===== config.mk =====
export PLATFORM = sky130hd
export DESIGN_NAME = imm_extend_pipe_flat
export DESIGN_NICKNAME = d
export VERILOG_FILES = /design/src/rtl/imm_extend_pipe_pkg.sv /design/src/rtl/imm_extend_pipe_if.sv /design/src/rtl/imm_extend_pipe_ext_field.sv /design/src/rtl/imm_extend_pipe.sv /design/src/flat_wrapper.sv
export SDC_FILE = /design/constraint.sdc
export NUM_CORES = 1
export LEC_CHECK = 0
export BUFFER_PORTS_ARGS = -buffer_cell sky130_fd_sc_hd__buf_2
export CAP_MARGIN = 20
export CORE_UTILIZATION = 49
export DETAILED_ROUTE_END_ITERATION = 7
export PLACE_DENSITY = 0.71
export SETUP_SLACK_MARGIN = 0.2
export SYNTH_ARGS = -nofsm -noshare
export SYNTH_HDL_FRONTEND = slang
export SYNTH_SLANG_ARGS = --single-unit

===== constraint.sdc =====
create_clock -name clk -period 4.6 [get_ports clk]
set_input_delay 1.38 -clock clk [delete_from_list [all_inputs] [get_ports clk]]
set_output_delay 1.38 -clock clk [all_outputs]
set_load 0.05 [all_outputs]

===== src/rtl/imm_extend_pipe_pkg.sv =====
// ============================================================================
// Module : imm_pkg
// Brief  : Immediate modes and instruction field positions for imm_extend_pipe
// Rev    : 1.0
// ============================================================================
`default_nettype none

package imm_pkg;

   typedef enum logic [2:0] {
      IMM_I   = 3'd0,
      IMM_D   = 3'd1,
      IMM_B   = 3'd2,
      IMM_CB  = 3'd3,
      IMM_MOV = 3'd4
   } imm_mode_t;

   localparam int c_I_LSB      = 10;
   localparam int c_I_MSB      = 21;
   localparam int c_D_LSB      = 12;
   localparam int c_D_MSB      = 20;
   localparam int c_B_LSB      = 0;
   localparam int c_B_MSB      = 25;
   localparam int c_CB_LSB     = 5;
   localparam int c_CB_MSB     = 23;
   localparam int c_MOV_LSB    = 5;
   localparam int c_MOV_MSB    = 20;
   localparam int c_MOV_HW_LSB = 21;
   localparam int c_MOV_HW_MSB = 22;

   function automatic int field_w(input int msb, input int lsb);
      return msb - lsb + 1;
   endfunction

endpackage

`default_nettype wire


===== src/rtl/imm_extend_pipe_if.sv =====
// ============================================================================
// Module : imm_extend_pipe_if
// Brief  : Input and output valid/ready channels of imm_extend_pipe
// Rev    : 1.0
// ============================================================================
`default_nettype none

interface imm_extend_pipe_if #(
   parameter int DATA_W = 64
);
   logic              in_valid;
   logic              in_ready;
   logic [31:0]       instr;
   logic [2:0]        mode;
   logic              out_valid;
   logic              out_ready;
   logic [DATA_W-1:0] imm;
   logic              err;

   modport slave (
      input  in_valid, instr, mode, out_ready,
      output in_ready, out_valid, imm, err
   );

   modport master (
      output in_valid, instr, mode, out_ready,
      input  in_ready, out_valid, imm, err
   );
endinterface

`default_nettype wire


===== src/rtl/imm_extend_pipe_ext_field.sv =====
// ============================================================================
// Module : ext_field
// Brief  : Sign or zero extension of an IN_W-bit field to OUT_W bits
// Rev    : 1.0
// ============================================================================
`default_nettype none

module ext_field #(
   parameter int IN_W   = 12,
   parameter int OUT_W  = 64,
   parameter bit SIGNED = 1'b0
) (
   input  wire logic [IN_W-1:0]  i_field,
   output logic      [OUT_W-1:0] o_ext
);

   if (SIGNED) begin : g_sext
      assign o_ext = {{(OUT_W-IN_W){i_field[IN_W-1]}}, i_field};
   end else begin : g_zext
      assign o_ext = {{(OUT_W-IN_W){1'b0}}, i_field};
   end

endmodule

`default_nettype wire


===== src/rtl/imm_extend_pipe.sv =====
// ============================================================================
// Module : imm_extend_pipe
// Brief  : Mode-selected immediate extend/shift, buffered in a small FIFO
// Rev    : 1.0
// ============================================================================
`default_nettype none

module imm_extend_pipe #(
   parameter int DATA_W = 64,
   parameter int DEPTH  = 2
) (
   input wire logic          clk,
   input wire logic          reset_n,
   imm_extend_pipe_if.slave  bus
);
   import imm_pkg::*;

   localparam int c_PW     = (DEPTH > 1) ? $clog2(DEPTH) : 1;
   localparam int c_CW     = $clog2(DEPTH + 1);
   localparam int c_MAX_HW = DATA_W / 16 - 1;

   if (!(DATA_W == 32 || DATA_W == 64)) begin : g_bad_data_w
      $error("imm_extend_pipe: DATA_W must be 32 or 64");
   end
   if (DEPTH < 2 || DEPTH > 4) begin : g_bad_depth
      $error("imm_extend_pipe: DEPTH must be 2..4");
   end

   logic [DATA_W-1:0] w_ext_i, w_ext_d, w_ext_b, w_ext_cb, w_ext_mov;
   logic [DATA_W-1:0] w_imm;
   logic              w_err;
   logic [1:0]        w_hw;
   logic              w_push, w_pop;
   logic [c_PW-1:0]   w_wptr_nxt, w_rptr_nxt;
   logic              w_unused;

   logic [DEPTH-1:0][DATA_W-1:0] r_mem_imm;
   logic [DEPTH-1:0]             r_mem_err;
   logic [c_PW-1:0]              r_wptr, r_rptr;
   logic [c_CW-1:0]              r_count;

   ext_field #(.IN_W(field_w(c_I_MSB, c_I_LSB)), .OUT_W(DATA_W), .SIGNED(1'b0)) u_ext_i (
      .i_field (bus.instr[c_I_MSB:c_I_LSB]),
      .o_ext   (w_ext_i)
   );
   ext_field #(.IN_W(field_w(c_D_MSB, c_D_LSB)), .OUT_W(DATA_W), .SIGNED(1'b1)) u_ext_d (
      .i_field (bus.instr[c_D_MSB:c_D_LSB]),
      .o_ext   (w_ext_d)
   );
   ext_field #(.IN_W(field_w(c_B_MSB, c_B_LSB)), .OUT_W(DATA_W), .SIGNED(1'b1)) u_ext_b (
      .i_field (bus.instr[c_B_MSB:c_B_LSB]),
      .o_ext   (w_ext_b)
   );
   ext_field #(.IN_W(field_w(c_CB_MSB, c_CB_LSB)), .OUT_W(DATA_W), .SIGNED(1'b1)) u_ext_cb (
      .i_field (bus.instr[c_CB_MSB:c_CB_LSB]),
      .o_ext   (w_ext_cb)
   );
   ext_field #(.IN_W(field_w(c_MOV_MSB, c_MOV_LSB)), .OUT_W(DATA_W), .SIGNED(1'b0)) u_ext_mov (
      .i_field (bus.instr[c_MOV_MSB:c_MOV_LSB]),
      .o_ext   (w_ext_mov)
   );

   assign w_hw     = bus.instr[c_MOV_HW_MSB:c_MOV_HW_LSB];
   assign w_unused = ^bus.instr[31:26];

   // A MOV halfword that would land beyond the result width is flagged, not truncated
   always_comb begin
      w_imm = '0;
      w_err = 1'b0;
      case (bus.mode)
         IMM_I:   w_imm = w_ext_i;
         IMM_D:   w_imm = w_ext_d;
         IMM_B:   w_imm = w_ext_b << 2;
         IMM_CB:  w_imm = w_ext_cb << 2;
         IMM_MOV: begin
            if ({30'd0, w_hw} > 32'(c_MAX_HW)) begin
               w_err = 1'b1;
            end else begin
               w_imm = w_ext_mov << {w_hw, 4'b0000};
            end
         end
         default: w_err = 1'b1;
      endcase
   end

   assign bus.in_ready  = (r_count < c_CW'(DEPTH));
   assign bus.out_valid = (r_count != '0);
   assign bus.imm       = r_mem_imm[r_rptr];
   assign bus.err       = r_mem_err[r_rptr];

   assign w_push = bus.in_valid && bus.in_ready;
   assign w_pop  = bus.out_valid && bus.out_ready;

   assign w_wptr_nxt = (r_wptr == c_PW'(DEPTH - 1)) ? '0 : r_wptr + c_PW'(1);
   assign w_rptr_nxt = (r_rptr == c_PW'(DEPTH - 1)) ? '0 : r_rptr + c_PW'(1);

   always_ff @(posedge clk or negedge reset_n) begin
      if (!reset_n) begin
         r_mem_imm <= '0;
         r_mem_err <= '0;
         r_wptr    <= '0;
         r_rptr    <= '0;
         r_count   <= '0;
      end else begin
         if (w_push) begin
            r_mem_imm[r_wptr] <= w_imm;
            r_mem_err[r_wptr] <= w_err;
            r_wptr            <= w_wptr_nxt;
         end
         if (w_pop) begin
            r_rptr <= w_rptr_nxt;
         end
         r_count <= r_count + c_CW'(w_push) - c_CW'(w_pop);
      end
   end

endmodule

`default_nettype wire


===== src/flat_wrapper.sv =====
// flat-port wrapper written by rule: the top's interface ports become plain ports
module imm_extend_pipe_flat import imm_pkg::*;
#(
   parameter int DATA_W = 64,
   parameter int DEPTH  = 2
)
  (clk, reset_n, bus_in_valid, bus_instr, bus_mode, bus_out_ready, bus_in_ready, bus_out_valid, bus_imm, bus_err);
  imm_extend_pipe_if #(.DATA_W(DATA_W)) bus_i ();
  input wire logic clk;
  input wire logic reset_n;
  input wire logic [$bits(bus_i.in_valid)-1:0] bus_in_valid;
  input wire logic [$bits(bus_i.instr)-1:0] bus_instr;
  input wire logic [$bits(bus_i.mode)-1:0] bus_mode;
  input wire logic [$bits(bus_i.out_ready)-1:0] bus_out_ready;
  output wire logic [$bits(bus_i.in_ready)-1:0] bus_in_ready;
  output wire logic [$bits(bus_i.out_valid)-1:0] bus_out_valid;
  output wire logic [$bits(bus_i.imm)-1:0] bus_imm;
  output wire logic [$bits(bus_i.err)-1:0] bus_err;
  assign bus_i.in_valid = bus_in_valid;
  assign bus_i.instr = bus_instr;
  assign bus_i.mode = bus_mode;
  assign bus_i.out_ready = bus_out_ready;
  assign bus_in_ready = bus_i.in_ready;
  assign bus_out_valid = bus_i.out_valid;
  assign bus_imm = bus_i.imm;
  assign bus_err = bus_i.err;
  imm_extend_pipe #(.DATA_W(DATA_W), .DEPTH(DEPTH)) u_core (.clk(clk), .reset_n(reset_n), .bus(bus_i));
endmodule

== After elaboration in Yosys (flattened, before gate mapping) ==
Cells that the tools add are included.
Cells by class
  $add $sub $neg: 4
  order comparisons: 4
  equal/unequal tests: 4
  shift-type cells: 1
  mux-type cells: 14
  reduce and logical (&&, ||, !) cells: 6
Operators by type and width (count)
  one-hot mux 64 bit (5 select lines): 1
  two-way mux 64 bit: 3
  bitwise mux 128 bit: 1
  demux 64 bit (select 1 bit): 1
  << shifter 16 x 6 -> 64 bit: 1
  == test 3 x 2 -> 1 bit, second input constant: 2
  two-way mux 1 bit: 6
  OR reduction 5 bit: 1
  less-than comparator 1 x 2 -> 1 bit, second input constant: 2
  == test 3 x 1 -> 1 bit, second input constant: 1
  == test 3 bit, second input constant: 1
  logical AND 1 bit: 3
  logical NOT 3 bit: 1
  adder 1 bit, second input constant: 2
  adder 2 x 1 -> 2 bit: 1
  bitwise mux 2 bit: 1
  less-than comparator 2 bit, second input constant: 1
  nonzero test 2 bit: 1
  subtractor 2 x 1 -> 2 bit: 1
  demux 1 bit (select 1 bit): 1
  >= comparator 1 bit, second input constant: 1
Storage, ports and cells
  register bits: 134
  bits of input ports: 39
  logic and storage cells: 39

== Logic depth before layout (Yosys ltp) ==
  depth in word-level cells: 5
  mapped depth: 7

== By module ==
A second synthesis with hierarchy kept.
Unflattened totals
  cells, all modules: 1221
  area total of the unflattened synthesis: 10996.8 µm²
Modules (own cells, without submodules)
  imm_extend_pipe: times used 1, cells an instance 899, area each 8587.0 µm²
  ext_field (u_core.u_ext_b ...): times used 3, cells an instance 64, area each 480.5 µm²
  ext_field (u_core.u_ext_i ...): times used 2, cells an instance 65, area each 484.2 µm²

== Worst setup path after synthesis ==
OpenSTA, ideal clock, no wires.
  path kind: register to output
  start: reg u_core.r_rptr
  end: out bus_imm[14]
  arrival time: 1.366 ns
  path slack: 1.854 ns
  stages on the path, launching flop included: 4
  path through: dfrtp_1 clkbuf_1 buf_2 mux2_2
Between the ends
  word-level cells in the longest chain between the ends: 2
RTL lines
  from (decl): RTL line imm_extend_pipe.sv:39  | logic [c_PW-1:0] r_wptr, r_rptr;
  from (signal assigned): RTL line imm_extend_pipe.sv:111  | r_rptr <= w_rptr_nxt;
  two-way mux 64 bit (implied by the code) (2 in a row): RTL line imm_extend_pipe.sv:88  | assign bus.imm = r_mem_imm[r_rptr];
  to (decl): RTL line flat_wrapper.sv:17  | output wire logic [$bits(bus_i.imm)-1:0] bus_imm;
Every way passes these cells. The select of a mux whose other input is x is not followed.

== Worst setup path in the final report ==
  start: reg u_core.r_rptr
  end: out bus_imm[21]
The elaborated chain is that of the path after synthesis.

==> impl_metrics.env <==
export IMPL_switchingPower_uw=2770
export IMPL_drv_cap=0
export IMPL_vias_per_cell=5.82
export IMPL_track_usage_pct=27.2
export IMPL_hpwl_mm=11.4
export IMPL_grt_max_degree=93
export IMPL_postPlaceCellArea_um2=7230
export IMPL_grt_pass1_wl_mm=29.7
export IMPL_hold_violations=0
export IMPL_min_path_type="reg -> reg"
export IMPL_fin_cells=948
export IMPL_fin_ws_ps=1070
export IMPL_slew_headroom_pct=45.3
export IMPL_multiInputGateArea_um2=3030
export IMPL_fp_coreArea_um2=13300
export IMPL_syn_nets=734
export IMPL_crit_path_end_kind="output port"
export IMPL_cts_setup_buffers=0
export IMPL_final_max_slew_viol_count=0
export IMPL_yosysSeqAreaShare_pct=49.8
export IMPL_routed_wl_mm=18.0
export IMPL_utilization_pct=59.1
export IMPL_pwr_share_comb_pct=44.8
export IMPL_die_area_um2=14200
export IMPL_htree_levels=4
export IMPL_antenna_cells=0
export IMPL_cp_max_fo=43
export IMPL_status="completed"
export IMPL_setup_tns_ps=0
export IMPL_syn_to_final_growth_pct=17.1
export IMPL_worstHoldPathCells=2
export IMPL_insertion_delay_ps=420
export IMPL_wl_per_cell_um=19.0
export IMPL_fmaxAchievable_mhz=283
export IMPL_period_needed_ps=3530
export IMPL_hold_buffers=0
export IMPL_cellInternalPower_uw=3460
export IMPL_rr_startpoint="u_core.r_count[1]"
export IMPL_worstMarginPinSlew_ps=820
export IMPL_cts_made_buffers=17
export IMPL_cts_num_sinks=134
export IMPL_dr_first_iter_drc_count=358
export IMPL_syn_instance_count=693
export IMPL_postRouteAntennaNets=0
export IMPL_final_cell_mix="nand2_1 (137), dfrtp_1 (133), buf_2 (98)"
export IMPL_die_x_um=119
export IMPL_synth_distinct_cells=38
export IMPL_worstPathRequired_ps=3220
export IMPL_portBuffers=99
export IMPL_first_global_vias=5751
export IMPL_layout_nets=800
export IMPL_hold_path_startpoint="u_core.r_mem_imm[3]"
export IMPL_antenna_found_initial=0
export IMPL_swShare_pct=44.5
export IMPL_first_pass_iters=5
export IMPL_clkPwrFrac_pct=22.9
export IMPL_crit_chain="buf_12 -> mux2_2 -> buf_2"
export IMPL_peakVddDrop_v=0.000439
export IMPL_ys_warn_count=0
export IMPL_placed_cells=915
export IMPL_io_pins=106
export IMPL_leakage_uw=0.00375
export IMPL_postSynthAreaPerCell_um2=9.72
export IMPL_rows=42
export IMPL_p_seq_share_pct=32.3
export IMPL_power_density_nw_per_um2=791
export IMPL_seq_area_um2=3350
export IMPL_die_h_um=119
export IMPL_crit_arrival_ps=2150
export IMPL_path_class="reg -> out"
export IMPL_grt_ovfl_total=0
export IMPL_cts_tree="done"
export IMPL_final_common_cell="nand2_1"
export IMPL_start_util_pct=50.4
export IMPL_cts_repair_resized=0
export IMPL_nFillCells=1134
export IMPL_fin_worst_skew_ps=4.18
export IMPL_synth_area_um2=6730
export IMPL_hold_path_endpoint="u_core.r_mem_imm[3]"
export IMPL_ys_ff_latch=134
export IMPL_clk_pin_slew_ps=50
export IMPL_setup_viol=0
export IMPL_pre_cts_slack_ps=1040
export IMPL_drc=0
export IMPL_rsz0062_at_grt="no"
export IMPL_cp_slowest_cell="dfrtp_2"
export IMPL_r2r_slack_ps=2480
export IMPL_fin_area_um2=7890
export IMPL_layout_drive_gt1_share_pct=29.8
export IMPL_place_congestion=0.805
export IMPL_r2r_end="u_core.r_mem_imm[98]"
export IMPL_num_vias=5516
export IMPL_startpoint_type="register"
export IMPL_clockBufferDepth=2
export IMPL_min_period_over_period_pct=76.7
export IMPL_max_stage_delay_ps=760
export IMPL_reg2reg_depth=4
export IMPL_cts_root_buf="clkbuf_16"
## worst max-delay path: cells and delay by family (launching register included)
kind / cells / cell delay [ps]
mux: 1 / 390
buf+inv: 2 / 560
flops: 1 / 760
## worst max path at each step
stage               slack, ps          start  cells after the start                    end
floorplan                1850  u_core.r_rptr                      3            bus_imm[14]
global placement         1110    bus_mode[1]                      6  u_core.r_mem_imm[107]
detailed placement       1040    bus_mode[1]                      6  u_core.r_mem_imm[116]
CTS                      1030  u_core.r_rptr                      3            bus_imm[21]
global route              990  u_core.r_rptr                      3            bus_imm[50]
finish                   1070  u_core.r_rptr                      3            bus_imm[21]
## cell usage after synthesis
| cell | count | share of area [%] |
|---|---|---|
| nor2b_1 | 1 | 0.093 |
| nor2_4 | 3 | 0.50 |
| xor2_1 | 1 | 0.13 |
| a21oi_1 | 59 | 4.4 |
| clkbuf_1 | 35 | 2.0 |
| buf_4 | 1 | 0.11 |
| nand3b_1 | 1 | 0.11 |
| o32ai_1 | 6 | 0.78 |
| ha_1 | 2 | 0.37 |
| or2_1 | 1 | 0.093 |
| dfrtp_1 | 134 | 50 |
| or3b_4 | 1 | 0.17 |
| nor2_8 | 1 | 0.30 |
| nor2_1 | 12 | 0.67 |
| or2_2 | 3 | 0.28 |
| o22ai_1 | 6 | 0.56 |
| or3_4 | 1 | 0.17 |
| xnor2_1 | 2 | 0.26 |
| inv_1 | 10 | 0.56 |
| o21ai_1 | 65 | 4.8 |
| a211oi_1 | 5 | 0.56 |
| a21o_1 | 1 | 0.11 |
| nand2_1 | 138 | 7.7 |
| buf_2 | 17 | 1.3 |
| a311oi_1 | 7 | 0.91 |
| buf_1 | 2 | 0.11 |
| buf_6 | 8 | 1.3 |
| o32ai_4 | 1 | 0.41 |
| a21oi_2 | 10 | 1.3 |
| nand2b_1 | 6 | 0.56 |
| a22o_1 | 6 | 0.78 |
| o21ai_0 | 57 | 4.2 |
| nand3_1 | 1 | 0.074 |
| mux2i_1 | 20 | 3.0 |
| and2_1 | 1 | 0.093 |
| mux2_2 | 65 | 11 |
| mux2i_4 | 1 | 0.33 |
| o2bb2ai_1 | 2 | 0.26 |
## cell families after synthesis
group | share of synthesized area (%)
buffers and inverters | 5.33
multiplexers | 14.2
flip-flops | 49.8
AO/OA/AOI/OAI | 19.1
adder cells (fa/ha/maj) | 0.372
XOR/XNOR | 0.390
AND/OR/NAND/NOR | 10.8
## power by group through the flow
stage	clock (uW)	sequential [uW]	combinational, uW
global placement	0	1980	2750
finish	1430	2020	2790
global route	1500	2080	2990
detailed placement	0	2030	2790
CTS	1450	2010	2810
floorplan	0	1900	2300
## registers in the layout (all words and copies together), names as in the netlist
signal,flops
u_core.r_count,2
u_core.r_mem_err,2
u_core.r_rptr,1
u_core.r_mem_imm,128
u_core.r_wptr,1
## metrics by stage
stage	hold slack [ps]	power (uW)
2_1_floorplan	444	4190
3_3_place_gp	455	4730
3_5_place_dp	465	4820
4_1_cts	477	6270
5_1_grt	496	6570
6_report	475	6230
## per-layer routing
metal  wire, um  global-route usage, %  up-vias
li1           -                      -     2543
met1       7370                   34.3     2709
met2       8920                   44.7      235
met3       1330                   7.33       29
met4        401                   10.3        0
met5          0                      0        -
## final cells by class
type	instances	share of cell area, %
sequential	134	42.5
clock buffer	25	6.54
clock inverter	7	1.46
inverter	10	0.476
tap	176	2.79
timing repair buffer	110	7.77
multi-input combinational	486	38.4
(Power assumes the default switching activity.)
